$ cat config.mk
export PLATFORM = sky130hd
export DESIGN_NAME = hub75_row_monitor
export DESIGN_NICKNAME = d
export VERILOG_FILES = /design/src/rtl/hub75_row_monitor.sv
export SDC_FILE = /design/constraint.sdc
export NUM_CORES = 1
export LEC_CHECK = 0
export ABC_AREA = 1
export CORE_MARGIN = 2
export CORE_UTILIZATION = 55
export DETAILED_ROUTE_END_ITERATION = 8
export PLACE_DENSITY = 0.8
export SYNTH_ARGS = -nofsm -noshare
export SYNTH_HDL_FRONTEND = slang
export SYNTH_SLANG_ARGS = --single-unit
export TNS_END_PERCENT = 10
$ cat constraint.sdc
create_clock -name clk -period 2 [get_ports clk]
set_clock_uncertainty 0.15 [all_clocks]
set_input_delay 0.4 -clock clk [delete_from_list [all_inputs] [get_ports clk]]
set_output_delay 0.4 -clock clk [all_outputs]
set_load 0.005 [all_outputs]
$ cat src/rtl/hub75_row_monitor.sv
// -----------------------------------------------------------------------------
// hub75_row_monitor
//
// Panel-side HUB75 receiver model. It oversamples the panel interface with
// the system clock, rebuilds each shifted row per RGB chain, reports the row
// when LE rises, measures how long OE was active per enable window, and keeps
// sticky flags for protocol violations.
//
// Optional build macro:
//   HUB75_ROW_MONITOR_DISPLAY_EN - simulation-only $display of every latched
//   row and of every error flag's 0->1 transition. Undefined by default.
//
// Ports:
//   clk                 system sample clock
//   n_reset             asynchronous active-low reset
//   bclk                panel shift clock (asynchronous to clk)
//   rgb_in              lane data, bit 3*ch+0 = R, +1 = G, +2 = B
//   addr_in             row address
//   le_in               latch enable, active high
//   oe_n_in             output enable, active low
//   err_clr             synchronous clear of the sticky error flags
//   row_valid           one-cycle pulse when a row is latched
//   row_addr            address sampled at latch
//   row_data            latched row, slice k = bits [k*NUM_COLS +: NUM_COLS]
//   row_bit_count       bclk rises seen since previous latch (saturating)
//   on_valid            one-cycle pulse when an OE window ends
//   on_addr             address captured at the start of the window
//   on_cycles           clk cycles OE was active (saturating)
//   err_bit_count       sticky: latch with row_bit_count != NUM_COLS
//   err_le_during_oe    sticky: LE rose while OE was active
//   err_addr_during_oe  sticky: address changed while OE was active
// -----------------------------------------------------------------------------
module hub75_row_monitor #(
  parameter int NUM_COLS    = 64,
  parameter int NUM_CHAINS  = 2,
  parameter int ADDR_W      = 4,
  parameter int SYNC_STAGES = 2,
  parameter int ON_W        = 16
) (
  input  logic                               clk,
  input  logic                               n_reset,
  input  logic                               bclk,
  input  logic [3*NUM_CHAINS-1:0]            rgb_in,
  input  logic [ADDR_W-1:0]                  addr_in,
  input  logic                               le_in,
  input  logic                               oe_n_in,
  input  logic                               err_clr,
  output logic                               row_valid,
  output logic [ADDR_W-1:0]                  row_addr,
  output logic [3*NUM_CHAINS*NUM_COLS-1:0]   row_data,
  output logic [$clog2(NUM_COLS+1):0]        row_bit_count,
  output logic                               on_valid,
  output logic [ADDR_W-1:0]                  on_addr,
  output logic [ON_W-1:0]                    on_cycles,
  output logic                               err_bit_count,
  output logic                               err_le_during_oe,
  output logic                               err_addr_during_oe
);

  localparam int LANES = 3 * NUM_CHAINS;
  localparam int CNT_W = $clog2(NUM_COLS + 1) + 1;
  localparam int RW    = LANES * NUM_COLS;
  localparam int SW    = 3 + LANES + ADDR_W;

  // Bundle positions inside the synchroniser word.
  localparam int P_RGB  = ADDR_W;
  localparam int P_OE_N = ADDR_W + LANES;
  localparam int P_LE   = ADDR_W + LANES + 1;
  localparam int P_BCLK = ADDR_W + LANES + 2;

  function automatic logic [CNT_W-1:0] sat_inc_bits(input logic [CNT_W-1:0] v);
    return (&v) ? v : v + 1'b1;
  endfunction

  function automatic logic [ON_W-1:0] sat_inc_on(input logic [ON_W-1:0] v);
    return (&v) ? v : v + 1'b1;
  endfunction

  function automatic logic sticky_next(input logic cur, input logic set, input logic clr);
    // A set event in the same cycle as a clear keeps the flag set.
    return set | (cur & ~clr);
  endfunction

  // ---------------------------------------------------------------------------
  // Synchroniser: every panel input travels through the same flops so data
  // stays aligned with its strobe, then one history flop for edge detect.
  // ---------------------------------------------------------------------------
  logic [SW-1:0] raw_word;
  logic [SW-1:0] sync_q [SYNC_STAGES];
  logic [SW-1:0] hist_q;
  logic [SW-1:0] synced;

  assign raw_word = {bclk, le_in, oe_n_in, rgb_in, addr_in};
  assign synced   = sync_q[SYNC_STAGES-1];

  always_ff @(posedge clk or negedge n_reset) begin
    if (!n_reset) begin
      for (int i = 0; i < SYNC_STAGES; i++) sync_q[i] <= '0;
      hist_q <= '0;
    end else begin
      sync_q[0] <= raw_word;
      for (int i = 1; i < SYNC_STAGES; i++) sync_q[i] <= sync_q[i-1];
      hist_q <= synced;
    end
  end

  // ---------------------------------------------------------------------------
  // Stage p0: registered edge strobes with their aligned data.
  // ---------------------------------------------------------------------------
  logic              bclk_rise_p0;
  logic              le_rise_p0;
  logic              oe_fall_p0;
  logic              oe_rise_p0;
  logic              oe_act_p0;
  logic [LANES-1:0]  rgb_p0;
  logic [ADDR_W-1:0] addr_p0;

  always_ff @(posedge clk or negedge n_reset) begin
    if (!n_reset) begin
      bclk_rise_p0 <= 1'b0;
      le_rise_p0   <= 1'b0;
      oe_fall_p0   <= 1'b0;
      oe_rise_p0   <= 1'b0;
      oe_act_p0    <= 1'b0;
      rgb_p0       <= '0;
      addr_p0      <= '0;
    end else begin
      bclk_rise_p0 <= synced[P_BCLK] & ~hist_q[P_BCLK];
      le_rise_p0   <= synced[P_LE]   & ~hist_q[P_LE];
      oe_fall_p0   <= ~synced[P_OE_N] & hist_q[P_OE_N];
      oe_rise_p0   <= synced[P_OE_N] & ~hist_q[P_OE_N];
      oe_act_p0    <= ~synced[P_OE_N];
      rgb_p0       <= synced[P_RGB +: LANES];
      addr_p0      <= synced[ADDR_W-1:0];
    end
  end

  // Shift and count are resolved combinationally so that a latch in the same
  // cycle as a shift captures the freshly shifted bit.
  logic [RW-1:0]    shift_q;
  logic [RW-1:0]    shift_nxt;
  logic [CNT_W-1:0] bit_cnt_q;
  logic [CNT_W-1:0] bit_cnt_nxt;

  always_comb begin
    shift_nxt   = shift_q;
    bit_cnt_nxt = bit_cnt_q;
    if (bclk_rise_p0) begin
      for (int k = 0; k < LANES; k++) begin
        shift_nxt[k*NUM_COLS +: NUM_COLS] =
          {shift_q[k*NUM_COLS +: NUM_COLS-1], rgb_p0[k]};
      end
      bit_cnt_nxt = sat_inc_bits(bit_cnt_q);
    end
  end

  // OE window state.
  logic              in_win_q;
  logic [ADDR_W-1:0] win_addr_q;
  logic [ON_W-1:0]   on_cnt_q;

  // Error set events and next sticky values.
  logic set_bit_err;
  logic set_le_err;
  logic set_addr_err;
  logic err_bit_nxt;
  logic err_le_nxt;
  logic err_addr_nxt;

  always_comb begin
    set_bit_err  = le_rise_p0 && (bit_cnt_nxt != CNT_W'(NUM_COLS));
    set_le_err   = le_rise_p0 && oe_act_p0;
    set_addr_err = in_win_q && oe_act_p0 && !oe_fall_p0 && (addr_p0 != win_addr_q);
    err_bit_nxt  = sticky_next(err_bit_count,      set_bit_err,  err_clr);
    err_le_nxt   = sticky_next(err_le_during_oe,   set_le_err,   err_clr);
    err_addr_nxt = sticky_next(err_addr_during_oe, set_addr_err, err_clr);
  end

  // ---------------------------------------------------------------------------
  // Stage p1: row latch, OE window measurement, sticky errors.
  // ---------------------------------------------------------------------------
  always_ff @(posedge clk or negedge n_reset) begin
    if (!n_reset) begin
      shift_q            <= '0;
      bit_cnt_q          <= '0;
      row_valid          <= 1'b0;
      row_addr           <= '0;
      row_data           <= '0;
      row_bit_count      <= '0;
      in_win_q           <= 1'b0;
      win_addr_q         <= '0;
      on_cnt_q           <= '0;
      on_valid           <= 1'b0;
      on_addr            <= '0;
      on_cycles          <= '0;
      err_bit_count      <= 1'b0;
      err_le_during_oe   <= 1'b0;
      err_addr_during_oe <= 1'b0;
    end else begin
      row_valid <= 1'b0;
      on_valid  <= 1'b0;

      shift_q <= shift_nxt;
      if (le_rise_p0) begin
        row_valid     <= 1'b1;
        row_data      <= shift_nxt;
        row_addr      <= addr_p0;
        row_bit_count <= bit_cnt_nxt;
        bit_cnt_q     <= '0;
      end else begin
        bit_cnt_q <= bit_cnt_nxt;
      end

      // The window flag is cleared by reset, so an interrupted window never
      // reports even though the synchronised OE later returns high.
      if (oe_fall_p0) begin
        in_win_q   <= 1'b1;
        win_addr_q <= addr_p0;
        on_cnt_q   <= ON_W'(1);
      end else if (in_win_q && oe_rise_p0) begin
        in_win_q  <= 1'b0;
        on_valid  <= 1'b1;
        on_addr   <= win_addr_q;
        on_cycles <= on_cnt_q;
      end else if (in_win_q) begin
        on_cnt_q <= sat_inc_on(on_cnt_q);
      end

      err_bit_count      <= err_bit_nxt;
      err_le_during_oe   <= err_le_nxt;
      err_addr_during_oe <= err_addr_nxt;
    end
  end

`ifdef HUB75_ROW_MONITOR_DISPLAY_EN
  always_ff @(posedge clk) begin
    if (row_valid)
      $display("%0t hub75_row_monitor: row addr=%0h bits=%0d data=%h",
               $time, row_addr, row_bit_count, row_data);
    if (n_reset && err_bit_nxt && !err_bit_count)
      $display("%0t hub75_row_monitor: err_bit_count set", $time);
    if (n_reset && err_le_nxt && !err_le_during_oe)
      $display("%0t hub75_row_monitor: err_le_during_oe set", $time);
    if (n_reset && err_addr_nxt && !err_addr_during_oe)
      $display("%0t hub75_row_monitor: err_addr_during_oe set", $time);
  end
`endif

endmodule
* Word level (Yosys, flattened, before mapping)
Index checks and enable logic that the tools add are counted.
** Storage, ports and cells
- Flip-flop bits (word level) :: 888
- Bits of input ports :: 16
- Word-level logic and storage cells :: 73
- Output and inout bits :: 421
** Cells by class
- Reductions and logical operators :: 13
- Eq/ne operators :: 4
- Muxes and demuxes :: 13
- $add $sub $neg :: 2
- Bitwise logic cells :: 16
** Operators with widths (number)
- $mux 384 :: 1
- $mux 16 :: 4
- $mux 8 :: 3
- $add 16x1->16 const B :: 1
- $reduce_and 16->1 :: 1
- $add 8x1->8 const B :: 1
- $ne 8x7->1 const B :: 1
- $reduce_and 8->1 :: 1
- $and 1x1->1 :: 7
- $logic_and 1x1->1 :: 6
- $not 1->1 :: 6
- $mux 1 :: 5
- $ne 2x2->1 const B :: 2
- $ne 4x4->1 :: 1
- $reduce_bool 2->1 :: 2
- $or 1x1->1 :: 3
- $reduce_and 3->1 :: 1
- $reduce_and 2->1 :: 1
- $logic_not 1->1 :: 1

* Depth between registers and ports, before layout
Gate-level depths: netlist of the first run.
- Depth after elaboration :: 6
- Depth in mapped cells :: 14

* Least setup slack after synthesis of the first run
No wires, ideal clock.
- Kind :: reg-to-reg
- From :: reg bit_cnt_q[1]
- To :: reg err_bit_count
- Required time :: 1.733 ns
- Period minus slack after synthesis :: 1.609 ns
- Setup time :: 0.117 ns
- Setup slack :: 0.391 ns
- Data arrival time :: 1.342 ns
- Cell stages (with the launch flop) :: 12
- Path through :: dfrtp_1 -> ha_1 -> nand3_1 -> inv_1 -> nand2_2 -> nand3_1 -> nand2_1 -> nand2_1 -> nor2_1 -> nand2_1 -> nand2_1 -> nand2_1
** Between the ends
- Cells in the longest elaborated chain, start to end :: 6
- Elaborated cells on any way between the ends :: 7
** RTL lines
- from (decl) :: line 142 : logic [CNT_W-1:0] bit_cnt_q;
- from (signal assigned) :: line 211 : bit_cnt_q <= bit_cnt_nxt;
- $add 8x1->8 / $reduce_and 8->1 (equally long branches) :: line 72 : return (&v) ? v : v + 1'b1;
- $mux 8 :: line 72
- $mux 8 * :: line 148 : if (bclk_rise_p0) begin
- $ne 8x7->1 * :: line 171 : set_bit_err = le_rise_p0 && (bit_cnt_nxt != CNT_W'(NUM_COLS));
- $logic_and 1x1->1 * :: line 171
- $or 1x1->1 * :: line 81 : return set | (cur & ~clr);
- net err_bit_nxt :: line 166 : logic err_bit_nxt;
- to (signal assigned) :: line 229 : err_bit_count <= err_bit_nxt;
- to (decl) :: line 55 : output logic err_bit_count,
The timed path passes the listed nets; every way through them passes the cells marked *.
A chain may end at the register's enable or synchronous reset.

* Worst setup path after layout of the first run
- From :: reg row_data[280]
- To :: out row_data[280]
** RTL lines
- from (decl) :: line 50 : output logic [3*NUM_CHAINS*NUM_COLS-1:0] row_data,
- from (signal assigned) :: line 206 : row_data <= shift_nxt;
No word-level cell between the ends.

==> summary by stage, run 1 <==
Status
The flow ran to the end, and the final reports show no timing, DRC or antenna violations.

Logic synthesis
Synthesis produced 3,495 cells. The count of different cell masters after synthesis is 36. The top-area cell type share of the netlist area is 0.672. Among all flip-flop cells after synthesis, the most frequent one is dfrtp_1. In the synthesized netlist the async set-or-reset flop fraction comes to 1.00.

The leading area contributor after synthesis is dfrtp_1. Of the synthesized area, sequential elements account for 0.672. The average footprint of a synthesized cell is 9.36 um2. The number of synthesized register bits is 878. The post-synthesis cell area is 32,700 um2.

Yosys printed 0 warnings. Yosys attributes the largest share of cell area to dfrtp_1, nand2_1, o21ai_0, inv_1, o21ai_1. The number of synthesized flops with an enable pin is 0. The net count after synthesis is 3,513.

Timing
The tightest hold path in the finished design has a slack of 0.0450 ns. The worst-margin pin slew is 0.554 ns. The worst path needs 1.91 ns of the cycle, external delays included. The peak clock frequency supported by timing is 524 MHz. The final number of hold-violating endpoints was 0. Setup repair after global routing could not meet its margin everywhere. Dividing the final minimum period by the clock period gives 0.954. The final count of pins violating max slew is 0.

The number of setup violations in the final report is 0. The worst relative slew slack is 0.631.

Routing
The wire length after detailed routing is 81,000 um. For this run, design rule violations remaining after detail routing come to 0. The starting DRC count in detailed routing is 2,017. After detailed routing, the number of vias per cell comes to 5.19. The number of nets with antenna violations after detailed routing is 0. In the final routed layout, each cell accounts on average for 16.9 um. The number of search-and-repair iterations in the first detailed-routing pass is 6. The total via count in the routed design is 24,800.

Placed design
Including well taps, the total number of placed cells is 4,618. Summing all placed instances gives a cell area of 38,400 um2. Routability-driven placement finished with a final weighted congestion of 0.867. The half-perimeter wire length after detailed placement is 52,000 um. Port buffering added 436 buffers.

Floorplanning
Row generation in the floorplan step produced 89 rows. The total area inside the core boundary comes to 58,900 um2. The effective utilization at floorplan is 0.555. 437 I/O pins were placed. The vertical die dimension is 248 um. The die covers 61,400 um2.

In this run the horizontal extent of the chip is 248 um.

Cells and area
The layout-stage area growth over the synthesis result is 25.1%. The final cell utilization of the core is 0.695. The final design instance area without fill is 40,900 um2. After the flow finishes, the layout carries non-filler instances totaling 4,788. The proportion of layout cells with a drive suffix above 1 is 0.0680.

The net count reported at finish is 3,965.

Setup path
In this design, the stage delay of the slowest critical-path cell is 0.44 ns. Data arrives at the worst endpoint at 1.36 ns. The register-to-register setup slack is 0.11 ns. The cell family with the largest share of critical-path delay is flip-flops. The endpoint identified for the worst register-to-register timing path is row_data[211].

The worst setup path is launched from a flop. The slowest stage cell on the critical path is dfrtp_1. The signal on the critical path passes through dlygate4sd2_1. The number of cells traversed by the worst register-to-register path is 6. The category of the worst setup path capture point is an output port.

Tracing the worst setup path back leads to its startpoint at row_data[280]. For the worst setup path, the data required time is 1.45 ns. The type of the worst setup path is reg -> out.

The number of buffer and inverter stages on the critical path is 1. The source of the worst register-to-register timing path is bclk_rise_p0. The maximum net fanout on the critical path is 2.

CTS
TritonCTS built the clock tree. The count of H-tree levels built during CTS is 3. The clock edge transition at the registers on the reported setup and hold paths is 0.06 ns.

Clock tree synthesis found a total of 878 sinks. The clock passes through at most 3 buffers. The worst-skew pair later-pin latency is 0.64 ns. The cell at the root of the clock tree is clkbuf_16. The CTS buffer count is 85.

Worst hold path
Counting instances, the worst hold path has a depth of 1. The hold path startpoint is rgb_in[4]. The worst min-delay path endpoint is sync_q[21]. The class of the tightest hold or removal check is in -> reg.

Global routing
For this run, the total global-route usage over all layers was measured as 0.270. The first global-routing pass estimated 132,000 um of wire. The number of antenna violations at the first check in global routing is 1. The number of global-route vias before repair is 25,400. The total overflow left after global routing is 0. The pin count of the biggest net entering global routing is 116.

Flow run
The tool flagged a number of max-cap violations equal to 0.

Power and ir drop
For this design the ratio of total power to cell area is 951 nW/um2. The design draws 38,900 uW. The reported leakage power is 0.0225 uW. The worst voltage drop across the vdd grid is 0.847 mV.
## flip-flops by register name, summed over array words and instances, names as in the netlist, 8 cells and up
signal,count
row_data,384
synced,13
on_cycles,16
row_bit_count,8
shift_q,384
sync_q,13
bit_cnt_q,8
on_cnt_q,16
## per-layer routing
layer | global-route usage | part of all wire | vias up
met5 | 0 | 0.00025 | -
met3 | 0.0569 | 0.066 | 146
li1 | - | - | 11700
met1 | 0.364 | 0.42 | 12200
met4 | 0.101 | 0.034 | 2
met2 | 0.435 | 0.48 | 783
## through the flow
stage          setup TNS (ns)  setup slack, ns
2_1_floorplan               0            0.391
6_report                    0           0.0923
3_5_place_dp                0            0.149
4_1_cts                     0           0.0589
3_3_place_gp                0            0.151
5_1_grt              -0.00152         -0.00152
## final cells by class
class | instances | area [um2]
clock buffers | 124 | 2540
inverters | 239 | 931
well taps | 773 | 967
diodes | 1 | 2.50
fillers | 4416 | 18000
repair buffers | 548 | 5110
clock inverters | 30 | 398
multi-input cells | 2195 | 9000
flip-flops and latches | 878 | 22000
## Yosys cell counts (4+ instances only)
library cell,instances
nand4_1,8
inv_1,236
nand3_1,32
buf_2,39
buf_6,7
buf_1,30
buf_4,13
o21ai_0,329
nand2_1,1664
clkbuf_1,93
o21ai_2,6
o21ai_1,90
xnor2_1,4
nor2_1,36
dfrtp_1,878
## layout by cell type, fill, tap and decap left out, drive strengths merged, types with 2 or more instances in the layout
cell type and n:
bufinv 7, nor3 5, nand3 32, clkinvlp 2, clkbuf 124, ha 2, nand2 1666, clkdlybuf4s50 14
nor2 38, dfrtp 878, o21ai 425, clkinv 16, xnor2 4, xor2 3, buf 112, nand3b 3
dlygate4sd2 421, inv 244, a31oi 3, nand4 8
## worst max-delay path by stage
stage | endpoint | depth (start not counted) | slack (ns)
after floorplan | err_bit_count | 11 | 0.39
final | row_data[280] | 1 | 0.09
after detailed placement | err_bit_count | 9 | 0.15
after global placement | err_bit_count | 9 | 0.15
after global routing | row_data[211] | 6 | -0.002
after CTS | row_data[211] | 6 | 0.06
## report_power, final
part / internal [uW] / total, uW / switching [uW]
Combinational: 1130 / 3010 / 1880
Clock: 9800 / 16700 / 6860
Sequential: 18700 / 19200 / 570
Total: 29600 / 38900 / 9300
## what timing repair did
action,CTS,global route
buffers inserted,12,2
hold buffers,1,0
endpoints found under the setup margin,421,3
endpoints found under the hold margin,475,0
gates resized for setup,421,5
## cells by family (layout without fill, tap and decap cells)
family          count (synthesis)  after routing  share of synthesized area
simple gates                 1753           1753                      0.205
flops                         878            878                      0.672
buf+inv                       422            941                     0.0534
xor+xnor                        7              7                    0.00187
other cells                     0              1                          0
compound gates                433            433                     0.0676
fa+ha+maj                       2              2                   0.000765
Note: power is estimated with default switching activity, not from simulation.
==> run 2: changes to the inputs <==
- CORE_MARGIN: 2 -> default
- MAX_ROUTING_LAYER: default -> met4
==> run 2 against run 1 <==
- via count shrank 1.0%
- count of clock-buffer cells in the layout grew 2
- sequential power is essentially flat
- combinational power shrank 2%
- first-iteration DRC count grew 0.15%
- critical endpoint is now row_data[290]
- largest power group unchanged
==> summary by stage, run 2 (synthesized netlist as in run 1, its figures left out) <==
Status
The flow ran to the end, and the final reports show no timing, DRC or antenna violations.

Timing
The peak clock frequency supported by timing is 529 MHz (+0.96%). The final number of hold-violating endpoints is 0 (unchanged). The final count of pins violating max slew came to 0 (unchanged). The worst relative slew slack is 0.644 (+0.0127). The setup total negative slack is 0 ns (unchanged). The worst-margin pin slew was 0.535 ns (-0.0191 ns). The number of setup violations in the final report is 0 (unchanged). The final critical path time including I/O delays and setup is 1.89 ns (-0.0181 ns). The final clock period utilization by the worst path came to 0.945 (-0.00904).

Setup repair after global routing left no endpoint under its margin.

Routing
The number of vias per cell after detailed routing came to 5.16 (-0.59%). The starting DRC count in detailed routing is 2,020 (+0.15%). The wire length after detailed routing was 79,100 um (-2.4%). The number of remaining DRC errors is 0 (unchanged).

The post-detailed-route wirelength per cell is 16.6 um (-1.9%). The total via count in the routed design is 24,600 (-1.0%). The number of nets with antenna violations after detailed routing is 0 (unchanged). The number of search-and-repair iterations in the first detailed-routing pass is 5 (-1).

Power and ir drop
The internal power is 30,500 uW (+2.8%). The register share of total power is 0.484 (-0.011). The portion of total power attributed to combinational logic was 0.074 (-0.003). The share of total power consumed by net switching was 0.234 (-0.00509).

The worst voltage drop across the vdd grid came to 0.801 mV (-5.4%). The net switching power figure was 9300 uW (about the same). The power density of the placed cells was 971 nW/um2 (+2.2%). The clock network fraction of design power is 0.442 (+0.014). The reported leakage power came to 0.0224 uW (-0.26%).

Placed design
The half-perimeter wire length after detailed placement came to 50,300 um (-3.2%). The total cell area at the placement stage was 38,200 um2 (-0.42%). The number of input and output port buffers inserted is 436 (unchanged).

The final estimated routing congestion in global placement is 0.879 (+1.4%).

Global routing
The pin count of the biggest net entering global routing is 122 (+5.2%). The total routing resource utilization after global routing is 0.275 (+0.00451). The number of global-route vias before repair was 24,500 (-3.4%).

The global-route wire length before repair is 128,000 um (-2.8%). The remaining global-route overflow is 0 (unchanged). The number of antenna violations at the first check in global routing came to 1 (unchanged).

Setup path
The register-to-register setup slack came to 0.13 ns (+0.02 ns). The worst setup path is of the reg -> out kind. The maximum net fanout on the critical path is 2 (unchanged). The cell family with the largest share of critical-path delay is flip-flops. Traced cell by cell, the critical path runs through dlygate4sd2_1. The endpoint of the lowest-slack register-to-register path is row_data[324]. The number of buffer and inverter stages on the critical path is 1 (unchanged). The delay of the slowest critical-path stage is 0.42 ns (-0.02 ns). The required arrival time at the worst endpoint is 1.45 ns (about the same). The kind of launch point of the worst setup path is a flop.

The startpoint identified for the worst register-to-register timing path is bclk_rise_p0. The number of cells traversed by the worst register-to-register path is 5 (-1). STA classifies the critical path endpoint as an output port. The slowest stage cell on the critical path is dfrtp_1. The arrival time reported for the critical path endpoint was 1.34 ns (-0.02 ns).

Cells and area
The net count reported at finish is 3,936 (-0.73%). The total area of sequential cells came to 22,000 um2 (unchanged). The largest registers in the layout are row_data: 384 flops, shift_q: 384 flops. The final design instance area without fill is 40,900 um2 (about the same). Leaving out fill and tap cells, the most frequent cells in the layout are nand2_1, dfrtp_1, dlygate4sd2_1, o21ai_0, inv_1. The library cell used most frequently in the layout, excluding fill and tap cells, is nand2_1.

The layout-stage area growth over the synthesis result was 25.1% (about the same). The number of inserted filler cells in the final layout is 4,374 (-0.95%). The proportion of layout cells with a drive suffix above 1 is 0.0626 (-0.00537). The area used by multi-input combinational logic is 9000 um2 (unchanged).

Floorplanning
The total I/O pin count is 437 (unchanged). The row count is 89 (unchanged). The standard cell core area was 58,900 um2 (unchanged).

The vertical die dimension came to 246 um (-0.81%). The area of the die is 60,500 um2 (-1.6%). The chip width was 246 um (-0.81%). The effective utilization at floorplan was 0.555 (unchanged).

CTS
The CTS buffer count is 87 (+2.4%). The worst-skew pair later-pin latency is 0.63 ns (about the same). The count of H-tree levels built during CTS is 3 (unchanged). The clock edge transition at the registers on the reported setup and hold paths is 0.06 ns (about the same).

The maximum count of clock buffers along a single path came to 3 (unchanged). TritonCTS built the clock tree. Clock tree synthesis selected as its root buffer the cell clkbuf_16. The sink count of the clock tree is 878 (unchanged).

Worst hold path
The number of stages on the worst hold path was 1 (unchanged). The worst min-delay path endpoint is sync_q[14]. In this run the most critical hold path is launched from addr_in[1]. The class of the tightest hold or removal check is in -> reg.

Flow run
The number of max-capacitance violations reported is 0 (unchanged).
==> run 2: cell types whose count changed in the layout (fill, tap and decap cells not counted), moves of 3 or more <==
cell / delta
bufinv_16: +5
clkbuf_16: +3
clkinv_2: -3
clkinv_4: +3
clkinvlp_4: +3
buf_4: -32
==> run 2: per-layer routing <==
metal / GRT usage / up-vias / part of all wire
met3: 0.0513 / 144 / 0.064
met1: 0.370 / 12100 / 0.43
li1: - / 11600 / -
met4: 0.102 / 0 / 0.031
met5: - / - / 0
met2: 0.418 / 730 / 0.48
==> run 2: final cells by class <==
type | instances | share of cell area
flip-flops and latches | 878 | 0.537
clock buffers | 126 | 0.0637
diodes | 2 | 0.000122
multi-input cells | 2195 | 0.220
inverters | 239 | 0.0224
clock inverters | 36 | 0.0137
well taps | 773 | 0.0236
repair buffers | 517 | 0.120
==> run 2: worst max-delay path by stage <==
stage	cells past startpoint	startpoint	endpoint
floorplan	11	bit_cnt_q[1]	err_bit_count
global placement	12	bit_cnt_q[1]	err_bit_count
detailed placement	12	bit_cnt_q[1]	err_bit_count
CTS	1	row_data[182]	row_data[182]
global route	8	on_cnt_q[0]	on_cnt_q[13]
finish	1	row_data[290]	row_data[290]
==> run 2: metrics by stage <==
step / power [uW] / setup slack, ns / hold WS [ns] / utilization / std cells
floorplan: 20800 / 0.391 / -0.0456 / - / 3495
global placement: 22700 / 0.183 / 0.150 / 0.649 / 4593
detailed placement: 22800 / 0.137 / 0.151 / 0.649 / 4593
CTS: 40100 / 0.0659 / 0.0292 / 0.695 / 4763
global route: 41200 / 0.00727 / 0.0395 / 0.695 / 4765
finish: 39800 / 0.110 / 0.0677 / 0.695 / 4766
==> run 2: timing repair <==
item / 4_1_cts / 5_1_grt
gates resized for setup: 421 / 2
endpoints found under the hold margin: 545 / 0
setup endpoints to repair: 421 / 1
hold buffers: 1 / 0
buffers inserted: 7 / 1
==> run 2: power by group through the flow <==
stage / clock (uW) / sequential (uW) / combinational [uW]
final: 17600 / 19200 / 2960
after global routing: 18600 / 19300 / 3330
after CTS: 17900 / 19200 / 2990
after detailed placement: 0 / 19500 / 3240
after global placement: 0 / 19500 / 3180
after floorplan: 0 / 19400 / 1350
==> run 3: changes to the inputs <==
- CAP_MARGIN: default -> 20
- CTS_CLUSTER_DIAMETER: default -> 100
==> results of run 3 <==
Final layout, timing and power as in run 2 (identical DEF).
